File: config.mk
export PLATFORM = sky130hd
export DESIGN_NAME = pc_sequencer
export DESIGN_NICKNAME = d
export VERILOG_FILES = /design/src/rtl/pipeline_pkg.sv /design/src/rtl/branch_cond.sv /design/src/rtl/pc_sequencer.sv
export SDC_FILE = /design/constraint.sdc
export NUM_CORES = 1
export LEC_CHECK = 0
export CAP_MARGIN = 30
export CELL_PAD_IN_SITES_DETAIL_PLACEMENT = 0
export CELL_PAD_IN_SITES_GLOBAL_PLACEMENT = 1
export CORE_MARGIN = 4
export CORE_UTILIZATION = 22
export DETAILED_ROUTE_END_ITERATION = 7
export PLACE_DENSITY_LB_ADDON = 0.1
export SETUP_SLACK_MARGIN = 0.5
export SKIP_LAST_GASP = 1
export SYNTH_ARGS = -nofsm -noshare
export SYNTH_HDL_FRONTEND = slang
export SYNTH_SLANG_ARGS = --single-unit
File: constraint.sdc
create_clock -name clk -period 2.9 [get_ports clk]
set_input_delay 0.58 -clock clk [delete_from_list [all_inputs] [get_ports clk]]
set_output_delay 0.58 -clock clk [all_outputs]
set_load 0.005 [all_outputs]
File: src/rtl/pipeline_pkg.sv
// Shared pipeline encodings: ID jump codes, EX branch codes, PC sequencer states
// and the default reset vector.
package pipeline_pkg;

   localparam logic [31:0] RESET_VEC_DEFAULT = 32'h0040_0000;

   localparam logic [2:0] BR_NONE = 3'b000;
   localparam logic [2:0] BR_BEQ  = 3'b001;
   localparam logic [2:0] BR_BNE  = 3'b010;
   localparam logic [2:0] BR_BLEZ = 3'b011;
   localparam logic [2:0] BR_BGTZ = 3'b100;
   localparam logic [2:0] BR_BLTZ = 3'b101;

   localparam logic [1:0] JMP_NONE = 2'b00;
   localparam logic [1:0] JMP_IMM  = 2'b01;
   localparam logic [1:0] JMP_REG  = 2'b10;

   typedef enum logic [1:0] {
      ST_BOOT = 2'd0,
      ST_RUN  = 2'd1,
      ST_HALT = 2'd2
   } pcseq_state_t;

endpackage

File: src/rtl/branch_cond.sv
// EX-stage branch condition evaluator. Unknown codes resolve to not-taken.
module branch_cond
   import pipeline_pkg::*;
(
   input  logic [2:0]  code,
   input  logic [31:0] a,
   input  logic [31:0] b,
   output logic        taken
);

   always_comb begin
      taken = 1'b0;
      case (code)
         BR_BEQ:  taken = (a == b);
         BR_BNE:  taken = (a != b);
         BR_BLEZ: taken = ($signed(a) <= 32'sd0);
         BR_BGTZ: taken = ($signed(a) >  32'sd0);
         BR_BLTZ: taken = ($signed(a) <  32'sd0);
         default: taken = 1'b0;
      endcase
   end

endmodule

File: src/rtl/pc_sequencer.sv
// Fetch PC owner: BOOT/RUN/HALT sequencing, branch/jump redirect and flush strobes.
// Define PC_PERF_CNT_EN to add saturating branch/jump/stall event counters.
module pc_sequencer
   import pipeline_pkg::*;
#(
   parameter logic [31:0] RESET_VEC = RESET_VEC_DEFAULT,
   parameter int          PC_W      = 32
) (
   input  logic            clk,
   input  logic            rst_n,
   input  logic            stall_i,
   input  logic            halt_i,
   input  logic            resume_i,
   input  logic [1:0]      id_jump_i,
   input  logic [25:0]     id_instr_idx_i,
   input  logic [PC_W-1:0] id_pc4_i,
   input  logic [PC_W-1:0] id_rs_i,
   input  logic [2:0]      ex_branch_i,
   input  logic [31:0]     ex_a_i,
   input  logic [31:0]     ex_b_i,
   input  logic [PC_W-1:0] ex_target_i,
   output logic [PC_W-1:0] pc_o,
   output logic            if_valid_o,
   output logic            if_id_flush_o,
   output logic            id_ex_flush_o,
   output logic            halted_o
`ifdef PC_PERF_CNT_EN
  ,output logic [31:0]     perf_br_taken_o,
   output logic [31:0]     perf_jump_o,
   output logic [31:0]     perf_stall_o
`endif
);

   pcseq_state_t    state_q, state_d;
   logic [PC_W-1:0] pc_q, pc_d;
   logic            br_taken, jump_req, br_fire, jmp_fire;

   branch_cond u_branch_cond (
      .code  (ex_branch_i),
      .a     (ex_a_i),
      .b     (ex_b_i),
      .taken (br_taken)
   );

   assign jump_req = (id_jump_i == JMP_IMM) || (id_jump_i == JMP_REG);
   assign pc_o     = pc_q;

   always_comb begin
      state_d       = state_q;
      pc_d          = pc_q;
      if_valid_o    = 1'b0;
      if_id_flush_o = 1'b0;
      id_ex_flush_o = 1'b0;
      halted_o      = 1'b0;
      br_fire       = 1'b0;
      jmp_fire      = 1'b0;
      case (state_q)
         ST_BOOT: state_d = ST_RUN;
         ST_RUN: begin
            if_valid_o = 1'b1;
            if (br_taken) begin
               br_fire       = 1'b1;
               pc_d          = ex_target_i;
               if_id_flush_o = 1'b1;
               id_ex_flush_o = 1'b1;
            end else if (jump_req && !stall_i) begin
               jmp_fire      = 1'b1;
               if_id_flush_o = 1'b1;
               pc_d          = (id_jump_i == JMP_IMM) ?
                               {id_pc4_i[PC_W-1:PC_W-4], id_instr_idx_i, 2'b00} : id_rs_i;
            end else if (!stall_i) begin
               pc_d = pc_q + PC_W'(4);
            end
            // The halting cycle's fetch is the last one; pc parks on it and
            // resume steps past it.
            if (halt_i && !br_fire && !jmp_fire) begin
               state_d = ST_HALT;
               pc_d    = pc_q;
            end
         end
         ST_HALT: begin
            halted_o = 1'b1;
            if (resume_i && !halt_i) begin
               state_d = ST_RUN;
               pc_d    = pc_q + PC_W'(4);
            end
         end
         default: state_d = ST_BOOT;
      endcase
   end

   always_ff @(posedge clk or negedge rst_n) begin
      if (!rst_n) begin
         state_q <= ST_BOOT;
         pc_q    <= RESET_VEC;
      end else begin
         state_q <= state_d;
         pc_q    <= pc_d;
      end
   end

`ifdef PC_PERF_CNT_EN
   logic [31:0] br_cnt_q, br_cnt_d, jmp_cnt_q, jmp_cnt_d, stall_cnt_q, stall_cnt_d;
   logic        stall_ev;

   assign stall_ev = (state_q == ST_RUN) && stall_i && !br_fire;

   always_comb begin
      br_cnt_d    = br_cnt_q;
      jmp_cnt_d   = jmp_cnt_q;
      stall_cnt_d = stall_cnt_q;
      if (br_fire && (br_cnt_q != 32'hFFFF_FFFF))
         br_cnt_d = br_cnt_q + 32'd1;
      if (jmp_fire && (jmp_cnt_q != 32'hFFFF_FFFF))
         jmp_cnt_d = jmp_cnt_q + 32'd1;
      if (stall_ev && (stall_cnt_q != 32'hFFFF_FFFF))
         stall_cnt_d = stall_cnt_q + 32'd1;
   end

   always_ff @(posedge clk or negedge rst_n) begin
      if (!rst_n) begin
         br_cnt_q    <= '0;
         jmp_cnt_q   <= '0;
         stall_cnt_q <= '0;
      end else begin
         br_cnt_q    <= br_cnt_d;
         jmp_cnt_q   <= jmp_cnt_d;
         stall_cnt_q <= stall_cnt_d;
      end
   end

   assign perf_br_taken_o = br_cnt_q;
   assign perf_jump_o     = jmp_cnt_q;
   assign perf_stall_o    = stall_cnt_q;
`endif

endmodule

==> summary.md, run 1 <==
| Metric | Value |
|---|---|
| Status | finished, final reports clean |
| Final ANT Viol Nets | 0 |
| Worst path bufs/invs | 3 |
| Core Region | between 10000 and 15000 um^2 |
| Clock Skew | between 0.006 and 0.007 ns |
| Die Ht | 131.4 um |
| Peak VDD IR | approximately 0.30 mV |
| Sequential area share after synthesis | between 20% and 30% |
| Starting Density | a little under a quarter |
| Total die area | between 15000 and 20000 um^2 |
| P&R area growth vs syn | 94.10% |
| Max frequency | between 0.3 and 0.4 GHz |
| Total wire length | between 15000 and 20000 um |
| CP delay by family, top | compound AO/OA/AOI/OAI gates |
| Setup-failing EPs final | 0 |
| Clock buffer depth | 2 |
| Syn Area/Cell | slightly above 8 um^2 |
| Setup WS pre-CTS | -0.8672 ns |
| Fin. max-slew vios | 0 |
| Worst setup path class | in -> out |
| Ys async rst share | 100.0% |
| Worst setup SP type | primary input |
| Critical R2R Launch | pc_o[2]$_DFFE_PN0P_ |
| Max-slew headroom | between 40% and 50% |
| Layout cell share with drive strength beyond 1 | roughly 28% |
| Slowest CP cell | o311a_1 |
| TritonCTS Sinks | 34 |
| Top Ports | ~230 |
| Final #Nets | ~870 |
| Syn Nets | just over 600 |
| Finished Layout Cells | 855 |
| Min Clock Period, post-route | roughly 2.9 ns |
| CTS buffer count | 5 |
| Vias in the first global route | approximately 4.5k |
| Hold-fix buffers, CTS | 0 |
| Pwr dens | about 600 nW/um^2 |
| CP endpoint kind | output port |
| Worst-path maximum fanout | 3 |
| HPWL Detailed | approximately 12000 um |
| Critical Path RT | between 2 and 2.5 ns |
| Placed cells | between 800 and 900 |
| RSZ-0062 raised after global routing | yes |
| Setup WS post-layout | ~0.036 ns |
| Routed WL per cell | about 18 um |
| CTS clock-pin slew for the worst setup and hold paths | ~0.060 ns |
| Post-synth cell types | 50 |
| Yosys top cell by area | dfrtp_1 |
| Synth top area cells | dfrtp_1, mux2i_1, xor2_1 |
| First-pass GRT wire length | approximately 25000 um |
| Top FF cell, synth | dfrtp_1 |
| Worst path cell trace | buf_2, xor2_1, nor4_2, nand4_1, o311a_1, a311oi_4, buf_6, nor2_4, buf_2 |
| Buffers on Ports | between 200 and 250 |
| Die Wd | about 130 um |
| Final antenna diode count | 0 |
| Final Hold Fails | 0 |
| GPL Wtd Cong | around 0.80 |
| Initial antenna violation count | 0 |
| CP dominant cell by count | buf_2 |
| Post-synth EDFFs | 0 |
| Synth Register Bits | 34 |
| Critical path origin | ex_a_i[10] |
| Pre-antenna DRT Iters | 4 |
| Vias | ~4.2k |
| Via density | between 4 and 5 |
| Syn Inst Count | about 410 |
| CTS tree | built |
| Clk Tree Root Cell | clkbuf_16 |
| GRT overflow | 0 |
| Fin crit share | 98.76% |
| P_leak | roughly 2.7 nW |
| Clock Latency Late Sink | 0.28 ns |
| Row cnt | 44 |
| Htree depth | 2 |
| Crit path DAT | around 2.3 ns |
| Max Cap Viol | 0 |
| Post-synthesis cell area | roughly 3300 um^2 |
| Share of Yosys cell area claimed by the top area cell type | ~25% |
| # DRC | 0 |
| Largest net degree at the start of global routing | 35 |
| Worst hold path type | in -> async |
| Worst-Margin Slew | around 0.84 ns |
| Synth warnings | 0 |
| DR iter-0 viols | 262 |
| Most frequent cell after synthesis | mux2i_1 |
| Most frequent cells after synthesis | mux2i_1, nor2_1, dfrtp_1, xor2_1, nand2_1 |
| Tot GR Track Use | between 10% and 20% |
| Slowest stage delay, CP | 0.39 ns |
stage by stage:
stage | TNS [ns] | area [um^2] | power [W] | hold slack [ns] | utilization (%)
after global routing | -0.9885 | 6499 | 0.004195 | 0.4811 | 44.21
after detailed placement | -26.93 | 5914 | 0.003007 | 0.5219 | 40.24
final | 0 | 6499 | 0.003928 | 0.4025 | 44.21
after global placement | -24.89 | 5914 | 0.002987 | 0.5098 | 40.24
after CTS | -0.1480 | 6352 | 0.003914 | 0.4427 | 43.22
after floorplan | 0 | 3371 | 0.001816 | 0.2844 | -
power by group:
part | internal (W) | switching, W | leakage, nW | total [W]
logic | 0.00128 | 0.000906 | 2.23 | 0.00218
registers | 0.000709 | 0.000327 | 0.403 | 0.00104
clock network | 0.000494 | 0.000214 | 0.0940 | 0.000708
total | 0.00248 | 0.00145 | 2.73 | 0.00393
worst paths after layout:
path	to	slack [ns]	cells past startpoint
min	pc_o[26]$_DFFE_PN0P_	0.40	1
min in group clk	state_q[0]$_DFFE_PN0P_	0.55	1
max reg2reg	pc_o[30]$_DFFE_PN0P_	0.30	9
max	id_ex_flush_o	0.04	9
min reg2reg	state_q[0]$_DFFE_PN0P_	0.55	1
max in group asynchronous	pc_o[4]$_DFFE_PN0P_	1.96	1
repair_timing:
| action | CTS | global route |
|---|---|---|
| cloned | 4 | 2 |
| gates resized for setup | 295 | 25 |
| buffers inserted | 14 | 1 |
| setup endpoints to repair | 38 | 37 |
| pin swaps | 76 | 8 |
flip-flops by register name, summed over array words and instances, names as in the netlist:
| name | cells |
|---|---|
| pc_o | 32 |
| state_q | 2 |
layer usage:
metal	vias to the layer above	routed length (um)	part of all wire, %	GRT usage, %
met1	1931	6451	42	20.97
li1	2066	-	-	-
met4	0	220	1.4	3.676
met3	15	1380	8.9	6.307
met2	162	7491	48	30.27
met5	-	0	0	0
cells in the final DEF, fill, tap and decap left out, types with 5 or more instances in the layout:
cell type and n:
clkdlybuf4s50_1 136, mux2i_1 49, buf_4 47, nor2_1 45, buf_2 45, dfrtp_1 33, xor2_1 29, nand2_1 25
buf_6 22, o21ai_1 16, a21oi_1 14, o22ai_1 14, inv_1 13, o32a_1 12, nor4_2 11, nand3_1 11
nand4_1 10, clkdlybuf4s15_1 8, nand2b_1 7, a22o_1 7, clkbuf_16 7, o21ai_0 5
cell families (layout without fill, tap and decap cells):
family | after synthesis | count (layout) | synth area share, %
fa+ha+maj | 2 | 2 | 0.7473
simple gates | 141 | 141 | 20.78
mux | 57 | 57 | 17.12
compound gates | 106 | 107 | 22.61
buf+inv | 39 | 298 | 4.932
xor+xnor | 32 | 32 | 8.371
flops | 34 | 34 | 25.45
area by class of cell:
class / count / area (um^2)
sequential: 34 / 852.1
multi-input combinational: 339 / 2605
timing repair buffer: 275 / 2557
clock inverter: 3 / 68.82
tap: 184 / 230.2
fill: 1482 / 8200
inverter: 15 / 60.06
clock buffer: 5 / 125.1
No activity file was read; power rests on OpenSTA's default activity.
==> inputs of run 2 (changes only) <==
--- a/config.mk
+++ b/config.mk
@@ -10,7 +10,9 @@
 export CELL_PAD_IN_SITES_GLOBAL_PLACEMENT = 1
 export CORE_MARGIN = 4
 export CORE_UTILIZATION = 22
+export CTS_CLUSTER_DIAMETER = 80
 export DETAILED_ROUTE_END_ITERATION = 7
+export HOLD_SLACK_MARGIN = 0.1
 export PLACE_DENSITY_LB_ADDON = 0.1
 export SETUP_SLACK_MARGIN = 0.5
 export SKIP_LAST_GASP = 1
==> results of run 2 <==
No change in the layout: final DEF, timing and power equal those of run 1.
